**src/rtl/ps2_host_tx.sv**
```systemverilog
// ----------------------------------------------------------------------------
// ps2_host_tx
//
// Host-to-device PS/2 transmitter. Sends one command byte to the device over
// the shared kclk/kdata lines using open-drain "drive low" enables. The block
// issues the request-to-send sequence (clock inhibit, then data low), shifts
// the byte LSB first, then odd parity and the stop bit on device-generated
// falling clock edges. It then checks the device acknowledge and reports done
// or error.
//
// Ports:
//   clk_50m          in   system clock, all logic on its rising edge
//   rst              in   synchronous reset, active-high
//   tx_data[7:0]     in   byte to send, captured on acceptance
//   tx_valid         in   request to send tx_data
//   tx_ready         out  high in IDLE; accept = tx_valid & tx_ready
//   kclk_in          in   raw PS/2 clock pad (asynchronous)
//   kdata_in         in   raw PS/2 data pad (asynchronous)
//   kclk_drive_low   out  1 = pull kclk low
//   kdata_drive_low  out  1 = pull kdata low
//   busy             out  high whenever not IDLE (receive path must ignore lines)
//   tx_done          out  one-cycle pulse: byte acknowledged, lines idle again
//   tx_err           out  one-cycle pulse: transfer aborted
//   err_code[1:0]    out  abort cause, held until next tx_err
//                         01 start timeout, 10 bit/idle timeout, 11 no ack
// ----------------------------------------------------------------------------
module ps2_host_tx #(
    parameter int INHIBIT_CYC  = 5000,
    parameter int START_TO_CYC = 750000,
    parameter int XFER_TO_CYC  = 100000,
    parameter int FILT         = 8
) (
    input  logic       clk_50m,
    input  logic       rst,
    input  logic [7:0] tx_data,
    input  logic       tx_valid,
    output logic       tx_ready,
    input  logic       kclk_in,
    input  logic       kdata_in,
    output logic       kclk_drive_low,
    output logic       kdata_drive_low,
    output logic       busy,
    output logic       tx_done,
    output logic       tx_err,
    output logic [1:0] err_code
);

    localparam int TMAX_A = (START_TO_CYC > XFER_TO_CYC) ? START_TO_CYC : XFER_TO_CYC;
    localparam int TMAX   = (TMAX_A > INHIBIT_CYC) ? TMAX_A : INHIBIT_CYC;
    localparam int TW     = $clog2(TMAX + 1);
    localparam int FW     = $clog2(FILT + 1);

    typedef enum logic [2:0] {
        S_IDLE,
        S_INHIBIT,
        S_REQ,
        S_SHIFT,
        S_WAIT_IDLE
    } state_t;

    // Input conditioning: 2-flop synchronizer and stability filter per line
    logic [1:0]    r_kclk_sync;
    logic [1:0]    r_kdata_sync;
    logic [FW-1:0] r_kclk_cnt;
    logic [FW-1:0] r_kdata_cnt;
    logic          r_kclk_filt;
    logic          r_kdata_filt;
    logic          r_kclk_filt_d;
    logic          w_kclk_fe;

    always_ff @(posedge clk_50m) begin
        if (rst) begin
            r_kclk_sync   <= 2'b11;
            r_kdata_sync  <= 2'b11;
            r_kclk_cnt    <= '0;
            r_kdata_cnt   <= '0;
            r_kclk_filt   <= 1'b1;
            r_kdata_filt  <= 1'b1;
            r_kclk_filt_d <= 1'b1;
        end else begin
            r_kclk_sync   <= {r_kclk_sync[0], kclk_in};
            r_kdata_sync  <= {r_kdata_sync[0], kdata_in};
            r_kclk_filt_d <= r_kclk_filt;

            // The filtered value only moves after FILT consecutive samples
            // that disagree with it; any agreeing sample restarts the count.
            if (r_kclk_sync[1] == r_kclk_filt) begin
                r_kclk_cnt <= '0;
            end else if (r_kclk_cnt == FW'(FILT - 1)) begin
                r_kclk_filt <= r_kclk_sync[1];
                r_kclk_cnt  <= '0;
            end else begin
                r_kclk_cnt <= r_kclk_cnt + 1'b1;
            end

            if (r_kdata_sync[1] == r_kdata_filt) begin
                r_kdata_cnt <= '0;
            end else if (r_kdata_cnt == FW'(FILT - 1)) begin
                r_kdata_filt <= r_kdata_sync[1];
                r_kdata_cnt  <= '0;
            end else begin
                r_kdata_cnt <= r_kdata_cnt + 1'b1;
            end
        end
    end

    assign w_kclk_fe = r_kclk_filt_d & ~r_kclk_filt;

    // Transfer FSM
    state_t        r_state;
    state_t        w_state_nxt;
    logic [TW-1:0] r_timer;
    logic [TW-1:0] w_timer_nxt;
    logic [3:0]    r_idx;
    logic [3:0]    w_idx_nxt;
    logic          r_seen_fe;
    logic          w_seen_nxt;
    logic          r_kdata_drv;
    logic          w_drv_nxt;
    logic [7:0]    r_byte;
    logic          r_parity;
    logic          w_load;
    logic          r_done;
    logic          w_done_nxt;
    logic          r_err;
    logic          w_err_nxt;
    logic [1:0]    r_err_code;
    logic [1:0]    w_code_nxt;

    always_comb begin
        w_state_nxt = r_state;
        w_timer_nxt = r_timer + 1'b1;
        w_idx_nxt   = r_idx;
        w_seen_nxt  = r_seen_fe;
        w_drv_nxt   = r_kdata_drv;
        w_load      = 1'b0;
        w_done_nxt  = 1'b0;
        w_err_nxt   = 1'b0;
        w_code_nxt  = r_err_code;

        case (r_state)
            S_IDLE: begin
                if (tx_valid) begin
                    w_load      = 1'b1;
                    w_state_nxt = S_INHIBIT;
                    w_timer_nxt = '0;
                end
            end

            S_INHIBIT: begin
                if (r_timer == TW'(INHIBIT_CYC - 1)) begin
                    w_state_nxt = S_REQ;
                    w_timer_nxt = '0;
                end
            end

            S_REQ: begin
                // Data stays low into SHIFT: that is the start bit.
                w_state_nxt = S_SHIFT;
                w_timer_nxt = '0;
                w_idx_nxt   = '0;
                w_seen_nxt  = 1'b0;
                w_drv_nxt   = 1'b1;
            end

            S_SHIFT: begin
                if (w_kclk_fe) begin
                    // Timer counts cycles since the last edge, so the edge
                    // cycle itself is cycle 0 and the next one is 1.
                    w_timer_nxt = TW'(1);
                    w_seen_nxt  = 1'b1;
                    if (r_idx < 4'd8) begin
                        w_drv_nxt = ~r_byte[r_idx[2:0]];
                        w_idx_nxt = r_idx + 4'd1;
                    end else if (r_idx == 4'd8) begin
                        w_drv_nxt = ~r_parity;
                        w_idx_nxt = r_idx + 4'd1;
                    end else if (r_idx == 4'd9) begin
                        w_drv_nxt = 1'b0;
                        w_idx_nxt = r_idx + 4'd1;
                    end else if (!r_kdata_filt) begin
                        w_state_nxt = S_WAIT_IDLE;
                        w_timer_nxt = '0;
                    end else begin
                        w_state_nxt = S_IDLE;
                        w_err_nxt   = 1'b1;
                        w_code_nxt  = 2'b11;
                    end
                end else if (!r_seen_fe && r_timer == TW'(START_TO_CYC - 1)) begin
                    w_state_nxt = S_IDLE;
                    w_err_nxt   = 1'b1;
                    w_code_nxt  = 2'b01;
                end else if (r_seen_fe && r_timer == TW'(XFER_TO_CYC - 1)) begin
                    w_state_nxt = S_IDLE;
                    w_err_nxt   = 1'b1;
                    w_code_nxt  = 2'b10;
                end
            end

            S_WAIT_IDLE: begin
                if (r_kclk_filt && r_kdata_filt) begin
                    w_state_nxt = S_IDLE;
                    w_done_nxt  = 1'b1;
                end else if (r_timer == TW'(XFER_TO_CYC - 1)) begin
                    w_state_nxt = S_IDLE;
                    w_err_nxt   = 1'b1;
                    w_code_nxt  = 2'b10;
                end
            end

            default: begin
                w_state_nxt = S_IDLE;
            end
        endcase
    end

    always_ff @(posedge clk_50m) begin
        if (rst) begin
            r_state    <= S_IDLE;
            r_timer    <= '0;
            r_idx      <= '0;
            r_seen_fe  <= 1'b0;
            r_done     <= 1'b0;
            r_err      <= 1'b0;
            r_err_code <= 2'b00;
        end else begin
            r_state    <= w_state_nxt;
            r_timer    <= w_timer_nxt;
            r_idx      <= w_idx_nxt;
            r_seen_fe  <= w_seen_nxt;
            r_done     <= w_done_nxt;
            r_err      <= w_err_nxt;
            r_err_code <= w_code_nxt;
        end
    end

    // Byte, parity and data-drive bit are only observed while their state is
    // active, so they need no reset.
    always_ff @(posedge clk_50m) begin
        if (w_load) begin
            r_byte   <= tx_data;
            r_parity <= ~^tx_data;
        end
        r_kdata_drv <= w_drv_nxt;
    end

    // Drive enables decode from the registered state, so leaving for IDLE
    // releases both lines on the same edge.
    assign tx_ready        = (r_state == S_IDLE);
    assign busy            = ~tx_ready;
    assign kclk_drive_low  = (r_state == S_INHIBIT) || (r_state == S_REQ);
    assign kdata_drive_low = (r_state == S_REQ) || ((r_state == S_SHIFT) && r_kdata_drv);
    assign tx_done         = r_done;
    assign tx_err          = r_err;
    assign err_code        = r_err_code;

endmodule

```
**config.mk**
```make
export PLATFORM = sky130hd
export DESIGN_NAME = ps2_host_tx
export DESIGN_NICKNAME = d
export VERILOG_FILES = /design/src/rtl/ps2_host_tx.sv
export SDC_FILE = /design/constraint.sdc
export NUM_CORES = 1
export LEC_CHECK = 0
export ABC_AREA = 1
export CAP_MARGIN = 20
export CORE_ASPECT_RATIO = 0.5
export CORE_MARGIN = 8
export CORE_UTILIZATION = 30
export CTS_BUF_LIST = sky130_fd_sc_hd__clkbuf_16
export DETAILED_ROUTE_END_ITERATION = 8
export PLACE_DENSITY_LB_ADDON = 0.3
export SYNTH_ARGS = -nofsm -noshare
export SYNTH_HDL_FRONTEND = slang
export SYNTH_SLANG_ARGS = --single-unit
```
**constraint.sdc**
```tcl
create_clock -name clk_50m -period 2.4 [get_ports clk_50m]
set_input_delay 0.48 -clock clk_50m [delete_from_list [all_inputs] [get_ports clk_50m]]
set_output_delay 0.48 -clock clk_50m [all_outputs]
set_load 0.005 [all_outputs]
```
==> implementation parameters, run 1 <==
Parameter                              Value

Detailed routing
  Count of routing violations after the opening detailed-route iteration    120
  Antenna-violating nets left    0
  DRC errors left    0
  Average detailed-routed wire length per instance    11.29 um
  WL final    5.894 mm
  Total number of vias    2277
  Via-to-Cell Ratio    4.362
  Detailed Routing Iterations Pass 1    4

Cells and area
  Antenna Diode Count    0
  Layout cells sized above 1    10.72%
  Layout Area Growth over Synthesis    24.21%
  Design area    3473 um^2
  Most common cell after layout, fill and taps aside    sky130_fd_sc_hd__nand2_1
  Layout Nets    415
  Fillcell total    983
  Highest-count cells in the layout ignoring fill and taps    sky130_fd_sc_hd__nand2_1 (75), sky130_fd_sc_hd__inv_1 (58), sky130_fd_sc_hd__nor2_1 (47), sky130_fd_sc_hd__dfxtp_1 (47), sky130_fd_sc_hd__nand3_1 (22)
  Final standard cell utilization of the core    37.51%

Synthesis
  Average instance area after synthesis    7.683 um^2
  Number of flip-flops and latches in the synthesized netlist    57
  Proportion of synthesized chip area in sequential cells    44.38%
  Yosys warning count    0
  Share of Yosys cell area claimed by the top area cell type    33.65%
  Number of distinct library cells after synthesis    38
  Ranking of synthesized cells by area    sky130_fd_sc_hd__dfxtp_1 (34%), sky130_fd_sc_hd__edfxtp_1 (11%), sky130_fd_sc_hd__nand2_1 (10%), sky130_fd_sc_hd__inv_1 (7.8%), sky130_fd_sc_hd__nor2_1 (6.3%)
  Area of the mapped netlist    2796 um^2
  Synth Net Count    383
  Cell type with the largest total area after synthesis    sky130_fd_sc_hd__dfxtp_1
  Gate count after technology mapping    364

Timing
  Actual slew at the worst max-slew pin    0.5331 ns
  Slew margin rel.    64.19%
  Final Hold Vio Count    0
  Worst path setup slack after routing    0.1696 ns
  Post-route minimum period    2.230 ns
  Clock Skews    0.002420 ns
  RSZ-0062 raised after global routing    no
  Post-route fraction of the period consumed by the critical path    92.93%
  Worst hold slack    0.4070 ns
  Top achievable clock speed    448.3 MHz
  Setup Total Neg Slack    0 ns
  Final Setup Violations    0
  Pins Over Slew Limit    0

Floorplanning
  Die X-Extent    152.5 um
  Starting density of the core    30.20%
  Standard cell core area    9259 um^2
  Die extent in y    84.27 um
  Area of the die    12850 um^2
  Number of placed I/O pins    21
  Number of rows created at floorplan    25

CTS
  Setup repair bufs after CTS    0
  TritonCTS buffer count    9
  Count of instances resized after the clock tree is built    0
  Number of levels in the clock H-tree    3
  # hold bufs at CTS    0
  Clock insertion delay at the later pin of the skew report    0.33 ns
  Reg clk slew, reported paths    0.05 ns
  Cell at the root of the clock tree    sky130_fd_sc_hd__clkbuf_16
  Maximum buffer depth of the clock tree    2
  CTS tree    yes
  CTS Sinks    57

Global route
  Global routing met3 resource utilization    3.535%
  Met2 usage    16.84%
  First-pass GRT wire length    10.48 mm
  Total global-route track usage    10.05%
  Sum of overflow across all layers after global routing    0
  Pin count of the biggest net entering global routing    14
  Vias in the first global route    2237
  Antenna violations before repair    0
  Met1 routing resource usage after global routing    11.09%
  Global routing's busiest layer    met2

Critical path
  Required time reported for the critical path endpoint    1.92 ns
  Startpoint class of the critical path    flop
  Data arrival time of the worst path    1.75 ns
  Critical path class    reg2out
  Critical Path End Type    output pin
  Peak fanout along the critical path    7

Pwr
  Switching power    0.8663 mW
  Switching Fraction    28.25%
  Relative contribution of sequential cells to total power    37.4%
  Worst IR Drop VDD    0.0004030 V
  Lkg Pwr    1.477 nW
  Int Power    2.200 mW
  Part of the total power dissipated in the clock network    42.7%
  Total power per unit cell area    882.8 nW/um^2
  Combinational power share    19.9%

Placement
  DP HPWL    4.482 mm
  Pre-CTS WS    0.4820 ns
  Routability cong.    0.8037
  Placed instance area    3159 um^2
  Count of input and output buffers    20

Job
  Number of max-cap violations    0

Status
  Status    complete, no violations

Worst hold path
  Path category of the worst min-delay check    reg2reg
## synth_stat cells, drive strengths merged
| cell | number |
|---|---|
| o221ai | 2 |
| clkinv | 2 |
| xor2 | 5 |
| ha | 6 |
| edfxtp | 10 |
| o21ai | 10 |
| nor3b | 3 |
| a21oi | 19 |
| buf | 1 |
| nand4 | 4 |
| xnor2 | 6 |
| a22oi | 1 |
| nand2 | 78 |
| nor3 | 14 |
| dfxtp | 47 |
| or2 | 5 |
| nand3b | 1 |
| nor2 | 51 |
| o22ai | 1 |
| nand3 | 25 |
| o211ai | 7 |
| a211oi | 4 |
| o311ai | 1 |
| inv | 60 |
| clkbuf | 1 |
## cell families after synthesis
| family | count (synthesis) | synth area share (%) |
|---|---|---|
| DFF | 57 | 44.38 |
| xor gates and xnor gates | 11 | 3.445 |
| and+or+nand+nor | 181 | 30.92 |
| buffers and inverters | 64 | 8.814 |
| adders and majority gates | 6 | 2.684 |
| AOI/OAI and AO/OA | 45 | 9.754 |
## registers in the layout (all words and copies together) (netlist names)
signal / flops
err_code: 2
r_kclk_sync: 2
r_kclk_filt_d: 1
r_kclk_filt: 1
tx_done: 1
r_kdata_filt: 1
r_kdata_drv: 1
tx_err: 1
r_timer: 20
r_kclk_cnt: 4
r_idx: 4
r_kdata_sync: 2
r_parity: 1
r_seen_fe: 1
r_state: 3
r_byte: 8
r_kdata_cnt: 4
## final timing paths
kind                                     start         endpoint  slack (ns)  depth (start not counted)
worst max register to register        r_idx[0]      err_code[1]        0.47                          8
worst min-delay path            r_kclk_sync[0]   r_kclk_sync[1]        0.41                          1
worst min register to register  r_kclk_sync[0]   r_kclk_sync[1]        0.41                          1
worst max-delay path                r_state[2]  kdata_drive_low        0.17                          6
## per-stage QoR
step | power [mW] | instances
floorplan | 1.531 | 364
global placement | 1.784 | 506
detailed placement | 1.785 | 506
CTS | 3.118 | 522
global route | 3.248 | 522
finish | 3.066 | 522
## power by group through the flow
stage	registers [mW]	logic [mW]	clock network, mW
2_1_floorplan	1.15	0.382	0
3_3_place_gp	1.16	0.619	0
3_5_place_dp	1.16	0.620	0
4_1_cts	1.15	0.624	1.35
5_1_grt	1.16	0.702	1.39
6_report	1.15	0.612	1.31
## critical path, cell delays in order (launching register included)
cell and delay [ns]:
sky130_fd_sc_hd__dfxtp_1 0.32, sky130_fd_sc_hd__inv_1 0.12, sky130_fd_sc_hd__nand3_1 0.11, sky130_fd_sc_hd__inv_1 0.20
sky130_fd_sc_hd__nand2_1 0.10, sky130_fd_sc_hd__nand2_1 0.07, sky130_fd_sc_hd__clkdlybuf4s50_1 0.50
## cell type report
| type | instances | area (um^2) | share of cell area, % |
|---|---|---|---|
| Multi-Input combinational cell | 243 | 1309 | 37.68 |
| Sequential cell | 57 | 1241 | 35.73 |
| Clock buffer | 10 | 250.2 | 7.205 |
| Inverter | 62 | 235.2 | 6.772 |
| Timing Repair Buffer | 23 | 222.7 | 6.412 |
| Tap cell | 121 | 151.4 | 4.359 |
| Clock inverter | 6 | 63.81 | 1.837 |
## routing by layer
| layer | routed length, um | part of all wire (%) |
|---|---|---|
| met1 | 2822 | 48 |
| met2 | 2728 | 46 |
| met3 | 209 | 3.5 |
| met4 | 133 | 2.3 |
| met5 | 0 | 0 |
Power figures use the tool's default switching activity.
==> inputs of run 2 (changes only) <==
- ABC_AREA: 1 -> not set
- CAP_MARGIN: 20 -> not set
==> run 2 against run 1 <==
  * Fmax fell by 1.4%
  * Highest routed layer unchanged
  * Critical path type unchanged
  * Total power decreased by 24%
  * Setup slack worse by 0.032 ns
  * Via count decreased by 13%
  * Cell count down 20%
  * Utilization increased by 0.32 points
  * Sequential cell count unchanged
  * First-iteration DRC count is 53% higher
  * Critical endpoint is now tx_ready
==> implementation parameters, run 2 <==
Parameter                              Value

Synthesis
  Proportion of synthesized chip area in sequential cells    46.68% (+2.3 points)
  Most used standard cell by instance count after synthesis    sky130_fd_sc_hd__dfxtp_1
  Number of flip-flops and latches in the synthesized netlist    57 (unchanged)
  Average instance area after synthesis    9.847 um^2 (+28%)
  Ranking of synthesized cells by area    sky130_fd_sc_hd__dfxtp_1 (35%), sky130_fd_sc_hd__edfxtp_1 (11%), sky130_fd_sc_hd__xnor2_1 (5.6%), sky130_fd_sc_hd__nor2_1 (5.5%), sky130_fd_sc_hd__xor2_1 (4.9%)
  Number of distinct library cells after synthesis    48 (+26%)
  Post-synth EDFFs    10 (unchanged)
  Share of Yosys cell area claimed by the top area cell type    35.39% (+1.7 points)
  Area of the mapped netlist    2659 um^2 (-4.9%)
  Cell type with the largest total area after synthesis    sky130_fd_sc_hd__dfxtp_1
  Gate count after technology mapping    270 (-26%)
  Dominant register cell in the synthesized netlist    sky130_fd_sc_hd__dfxtp_1
  Async S/R FF share, synth    0% (unchanged)
  Yosys warning count    0 (unchanged)
  Synth Net Count    289 (-25%)
  Most frequent cells after synthesis    sky130_fd_sc_hd__dfxtp_1 (47), sky130_fd_sc_hd__nor2_1 (39), sky130_fd_sc_hd__nand2_1 (17), sky130_fd_sc_hd__xnor2_1 (17), sky130_fd_sc_hd__xor2_1 (15)

Cells and area
  Fillcell total    856 (-13%)
  Top Registers    r_timer (20), r_byte (8)
  Top register by number of flip-flops    r_timer
  Layout Area Growth over Synthesis    23.06%
  Antenna Diode Count    0 (unchanged)
  Highest-count cells in the layout ignoring fill and taps    sky130_fd_sc_hd__dfxtp_1 (47), sky130_fd_sc_hd__nor2_1 (39), sky130_fd_sc_hd__clkdlybuf4s50_1 (20)
  Most common cell after layout, fill and taps aside    sky130_fd_sc_hd__dfxtp_1
  Number of flip-flops under the largest register name    20 (unchanged)
  Layout Nets    316 (-24%)
  Layout cells sized above 1    10.26% (-0.46 points)

Timing
  Worst hold slack    0.4040 ns (-0.003069 ns)
  Final Hold Vio Count    0 (unchanged)
  Top achievable clock speed    442.0 MHz (-1.4%)
  Final Setup Violations    0 (unchanged)
  RSZ-0062 raised after global routing    no
  Post-route minimum period    2.262 ns (+0.03199 ns)
  Worst path setup slack after routing    0.1376 ns (-0.03199 ns)
  Slew margin rel.    67.25% (+3.1 points)
  Actual slew at the worst max-slew pin    0.4861 ns (-0.04701 ns)
  Clock Skews    0.004121 ns (+0.001701 ns)
  Pins Over Slew Limit    0 (unchanged)
  Post-route fraction of the period consumed by the critical path    94.27% (+1.3 points)
  Setup Total Neg Slack    0 ns (unchanged)

Floorplanning
  Number of rows created at floorplan    24 (-4.0%)
  Standard cell core area    8648 um^2 (-6.6%)
  Area of the die    12310 um^2 (-4.2%)
  Die X-Extent    149.1 um (-2.2%)
  Starting density of the core    30.74% (+0.54 points)
  Die extent in y    82.57 um (-2.0%)
  Number of placed I/O pins    21 (unchanged)

Critical path
  Launching element of the worst setup path    r_state[0]
  Data arrival time of the worst path    1.78 ns (+0.03 ns)
  Number of cells on the worst reg-to-reg path    5 (-3)
  Required time reported for the critical path endpoint    1.92 ns (about the same)
  CP Capture Point    tx_ready
  Crit Reg-Reg Startpoint    r_timer[6]
  Peak fanout along the critical path    9 (+2)
  Critical path class    reg2out
  Worst R2R Setup Slack    0.22 ns (-0.25 ns)
  Startpoint class of the critical path    flop
  Endpoint of the lowest-slack register-to-register path    r_timer[8]
  Critical Path End Type    output pin

Global route
  Vias in the first global route    1989 (-11%)
  Global routing's busiest layer    met2
  Global routing met3 resource utilization    3.208% (-0.33 points)
  Antenna violations before repair    0 (unchanged)
  First-pass GRT wire length    9.294 mm (-11%)
  Met2 usage    16.19% (-0.65 points)
  Met1 routing resource usage after global routing    10.98% (-0.12 points)
  Total global-route track usage    9.483% (-0.56 points)
  Sum of overflow across all layers after global routing    0 (unchanged)
  Pin count of the biggest net entering global routing    20 (+6)

Pwr
  Relative contribution of sequential cells to total power    43.9% (+6.5 points)
  Int Power    1.839 mW (-16%)
  Worst IR Drop VDD    0.0003455 V (-14%)
  Switching power    0.5064 mW (-42%)
  Part of the total power dissipated in the clock network    48.7% (+6.0 points)
  Combinational power share    7.4% (-12 points)
  Lkg Pwr    1.177 nW (-20%)
  Total power per unit cell area    716.7 nW/um^2 (-19%)
  Switching Fraction    21.60% (-6.7 points)

Status
  Status    complete, no violations

CTS
  # hold bufs at CTS    0 (unchanged)
  Clock insertion delay at the later pin of the skew report    0.32 ns (about the same)
  Reg clk slew, reported paths    0.05 ns (about the same)
  Count of instances resized after the clock tree is built    0 (unchanged)
  Cell at the root of the clock tree    sky130_fd_sc_hd__clkbuf_16
  CTS tree    yes
  Maximum buffer depth of the clock tree    2 (unchanged)
  Number of levels in the clock H-tree    3 (unchanged)
  Setup repair bufs after CTS    0 (unchanged)
  CTS Sinks    57 (unchanged)
  TritonCTS buffer count    9 (unchanged)

Worst hold path
  Path category of the worst min-delay check    reg2reg
  Hold_sp    r_kclk_sync[0]

Detailed routing
  WL final    5.534 mm (-6.1%)
  Antenna-violating nets left    0 (unchanged)
  Average detailed-routed wire length per instance    13.21 um (+17%)
  DRC errors left    0 (unchanged)
  Via-to-Cell Ratio    4.716 (+8.1%)
  Total number of vias    1976 (-13%)
  Detailed Routing Iterations Pass 1    4 (unchanged)
  Count of routing violations after the opening detailed-route iteration    184 (+53%)

Placement
  DP HPWL    4.108 mm (-8.4%)
  Routability cong.    0.7553 (-6.0%)
  Pre-CTS WS    0.1996 ns (-0.2824 ns)
  Count of input and output buffers    20 (unchanged)

Job
  Number of max-cap violations    0 (unchanged)
## run 2: routing by layer
layer	routed length, um	vias up
li1	-	1001
met1	2656	937
met2	2616	29
met3	174	9
met4	87	0
met5	0	-
## run 2: power groups by stage
stage               Clock, mW  Sequential, mW  Combinational [mW]
detailed placement          0            1.05               0.175
global placement            0            1.05               0.174
CTS                      1.17            1.03               0.177
finish                   1.14            1.03               0.174
floorplan                   0            1.04               0.113
global route             1.21            1.03               0.191
## run 2: worst max-delay path, stage by stage, from the launching register on
cell	delay, ns
sky130_fd_sc_hd__dfxtp_1	0.40
sky130_fd_sc_hd__or3_1	0.44
sky130_fd_sc_hd__inv_1	0.11
sky130_fd_sc_hd__clkdlybuf4s50_1	0.51
## run 2: layout make-up
type                       instances  area [um^2]  share of cell area, %
multi-input combinational        198         1354                  41.38
sequential                        57         1241                  37.93
clock buffer                      10        250.2                  7.648
timing repair buffer              24        230.2                  7.036
tap                              117        146.4                  4.474
inverter                           7        26.28                 0.8031
clock inverter                     6        23.77                 0.7266
## run 2: worst min path at each step
stage / end / slack (ns) / cells past startpoint
CTS: r_kclk_sync[1] / 0.40 / 1
finish: r_kclk_sync[1] / 0.40 / 1
global route: r_kclk_sync[1] / 0.41 / 1
detailed placement: r_kclk_sync[1] / 0.39 / 1
floorplan: r_kclk_sync[1] / 0.39 / 1
global placement: r_kclk_sync[1] / 0.40 / 1
## run 2: stage by stage
step	area (um^2)	utilization [%]	power [mW]	instances
after floorplan	2659	-	1.149	270
after global placement	2998	34.66	1.220	403
after detailed placement	2998	34.66	1.222	403
after CTS	3272	37.83	2.373	419
after global routing	3272	37.83	2.433	419
final	3272	37.83	2.345	419
## run 2: kinds of logic (layout without fill, tap and decap cells)
kind of cell	count (synthesis)	after routing	synth area share (%)
XOR/XNOR	32	32	10.54
flip-flops	57	57	46.68
buffers and inverters	15	47	2.400
AND/OR/NAND/NOR	123	123	25.22
multiplexers	6	6	3.200
adder cells (fa/ha/maj)	6	6	2.823
AO/OA/AOI/OAI	31	31	9.129
==> inputs of run 3 (changes only) <==
- CORE_UTILIZATION: 30 -> 62
==> run 3 against run 2 <==
  * Design area fell by 2.7%
  * Register-to-register slack about the same
  * Total power up 1.3%
  * Cell count decreased by 16%
  * Worst hold slack improved by 0.0064 ns
  * Clock skew grew 0.0019 ns
  * Largest power group unchanged
  * First-iteration DRC count is 34% lower
==> implementation parameters, run 3 (synthesized netlist as in run 2, its figures left out) <==
Parameter                              Value

Global route
  Sum of overflow across all layers after global routing    0 (unchanged)
  First-pass GRT wire length    9.239 mm (-0.59%)
  Vias in the first global route    1996 (+0.35%)
  Pin count of the biggest net entering global routing    20 (unchanged)
  Total global-route track usage    17.09% (+7.6 points)
  Antenna violations before repair    0 (unchanged)

Cells and area
  Highest-count cells in the layout ignoring fill and taps    sky130_fd_sc_hd__dfxtp_1 (47), sky130_fd_sc_hd__nor2_1 (39), sky130_fd_sc_hd__clkdlybuf4s50_1 (20)
  Layout Area Growth over Synthesis    19.76%
  Layout cells sized above 1    10.00% (-0.26 points)
  Count of placed standard cells in the final layout, fillers left out    354 (-16%)
  Top Registers    r_timer (20), r_byte (8)
  Top register by number of flip-flops    r_timer
  Antenna Diode Count    0 (unchanged)
  Most common cell after layout, fill and taps aside    sky130_fd_sc_hd__dfxtp_1
  Layout Nets    314 (-0.63%)
  Fillcell total    269 (-69%)
  Number of flip-flops under the largest register name    20 (unchanged)

CTS
  CTS tree    yes
  Count of instances resized after the clock tree is built    0 (unchanged)
  Maximum buffer depth of the clock tree    2 (unchanged)
  Number of levels in the clock H-tree    3 (unchanged)
  Cell at the root of the clock tree    sky130_fd_sc_hd__clkbuf_16
  Clock insertion delay at the later pin of the skew report    0.32 ns (about the same)
  Setup repair bufs after CTS    0 (unchanged)
  TritonCTS buffer count    9 (unchanged)
  # hold bufs at CTS    0 (unchanged)
  CTS Sinks    57 (unchanged)
  Reg clk slew, reported paths    0.05 ns (about the same)

Critical path
  Worst R2R Setup Slack    0.21 ns (about the same)
  Cell family with most CP delay    buffers and inverters
  Number of buffers and inverters on the critical path    2 (unchanged)
  Critical Path Max Stage Delay    0.51 ns (about the same)
  Required time reported for the critical path endpoint    1.92 ns (about the same)
  Crit Reg-Reg Startpoint    r_timer[6]
  Endpoint of the lowest-slack register-to-register path    r_timer[13]
  Peak fanout along the critical path    9 (unchanged)
  Critical Path End Type    output pin
  Startpoint class of the critical path    flop
  Cell with the largest stage delay on the worst path    sky130_fd_sc_hd__clkdlybuf4s50_1
  Critical path class    reg2out
  Number of cells on the worst reg-to-reg path    5 (unchanged)
  Data arrival time of the worst path    1.78 ns (about the same)
  Chain of cells forming the critical path    or3_1 > inv_1 > clkdlybuf4s50_1

Detailed routing
  Total number of vias    2028 (+2.6%)
  DRC errors left    0 (unchanged)
  Detailed Routing Iterations Pass 1    5 (+1)
  WL final    5.411 mm (-2.2%)
  Count of routing violations after the opening detailed-route iteration    121 (-34%)
  Antenna-violating nets left    0 (unchanged)
  Average detailed-routed wire length per instance    15.29 um (+16%)
  Via-to-Cell Ratio    5.729 (+21%)

Timing
  Pins Over Slew Limit    0 (unchanged)
  Final Hold Vio Count    0 (unchanged)
  Slew margin rel.    62.86% (-4.4 points)
  Final Setup Violations    0 (unchanged)
  Clock Skews    0.006032 ns (+0.001911 ns)
  Worst hold slack    0.4104 ns (+0.006428 ns)
  Setup Total Neg Slack    0 ns (unchanged)
  Post-route minimum period    2.259 ns (-0.003579 ns)
  RSZ-0062 raised after global routing    no
  Post-route fraction of the period consumed by the critical path    94.12% (-0.15 points)
  Top achievable clock speed    442.7 MHz (+0.16%)
  Actual slew at the worst max-slew pin    0.5553 ns (+0.06918 ns)
  Worst path setup slack after routing    0.1412 ns (+0.003579 ns)

Pwr
  Total power per unit cell area    745.7 nW/um^2 (+4.1%)
  Lkg Pwr    1.175 nW (-0.20%)
  Worst IR Drop VDD    0.0004609 V (+33%)

Worst hold path
  Path category of the worst min-delay check    reg2reg
  Cell depth of the worst hold path    1 (unchanged)
  Capture endpoint of the worst hold path    r_kdata_sync[1]
  Hold_sp    r_kdata_sync[0]

Placement
  Pre-CTS WS    0.1996 ns (-0.00003800 ns)
  DP HPWL    3.833 mm (-6.7%)
  Routability cong.    0.8361 (+11%)
  Number of placed instances with taps included    338 (-16%)
  Count of input and output buffers    20 (unchanged)

Floorplanning
  Starting density of the core    66.41% (+36 points)
  Area of the die    6767 um^2 (-45%)
  Die extent in y    62.31 um (-25%)
  Standard cell core area    4004 um^2 (-54%)
  Die X-Extent    108.6 um (-27%)
  Number of placed I/O pins    21 (unchanged)
  Number of rows created at floorplan    16 (-33%)

Job
  Number of max-cap violations    0 (unchanged)

Status
  Status    complete, no violations
==> run 3: cell count changes in the layout (fill, tap and decap cells not counted), sizes merged <==
cell    previous run  this run
buf                4         2
bufinv             0         1
clkbuf            10         9
clkinv             4         3
inv                9        10
==> run 3: through the flow <==
step | total power [mW] | instance area (um^2) | utilization (%)
4_1_cts | 2.396 | 3184 | 79.53
6_report | 2.375 | 3184 | 79.53
3_5_place_dp | 1.218 | 2904 | 72.53
5_1_grt | 2.453 | 3184 | 79.53
3_3_place_gp | 1.212 | 2904 | 72.53
2_1_floorplan | 1.149 | 2659 | -
==> run 3: how the worst max path moves through the flow <==
stage / from / to / cells past startpoint
finish: r_state[0] / tx_ready / 3
global placement: r_timer[6] / r_timer[8] / 5
global route: r_idx[0] / r_idx[0] / 7
CTS: r_state[0] / tx_ready / 3
floorplan: r_timer[6] / r_timer[11] / 6
detailed placement: r_timer[6] / r_timer[11] / 5
==> run 3: worst register-to-register path, stage by stage (launching register included) <==
cell and delay (ns):
sky130_fd_sc_hd__dfxtp_1 0.35, sky130_fd_sc_hd__or4b_4 0.59, sky130_fd_sc_hd__nor4_4 0.37, sky130_fd_sc_hd__a41oi_4 0.21, sky130_fd_sc_hd__o21bai_4 0.44, sky130_fd_sc_hd__nor2_1 0.11
==> run 3: where the power goes <==
part | switching, mW | internal, mW | leakage [nW]
clock | 0.393 | 0.781 | 0.150
combinational | 0.0847 | 0.0889 | 0.549
sequential | 0.0175 | 1.01 | 0.476
total | 0.495 | 1.88 | 1.17
==> run 3: cell type report <==
type | instances | area (um^2) | area share (%)
Clock buffer | 9 | 225.2 | 7.073
Inverter | 7 | 26.28 | 0.8251
Multi-Input combinational cell | 198 | 1354 | 42.51
Tap cell | 54 | 67.56 | 2.122
Clock inverter | 7 | 55.05 | 1.729
Sequential cell | 57 | 1241 | 38.98
Timing Repair Buffer | 22 | 215.2 | 6.758
==> run 3: layer usage <==
metal / up-vias / GRT usage [%] / part of all wire [%]
met3: 12 / 7.819 / 5.5
met4: 0 / 6.430 / 1.4
met2: 60 / 27.23 / 50
met1: 959 / 19.61 / 43
met5: - / 0 / 0
li1: 997 / - / -
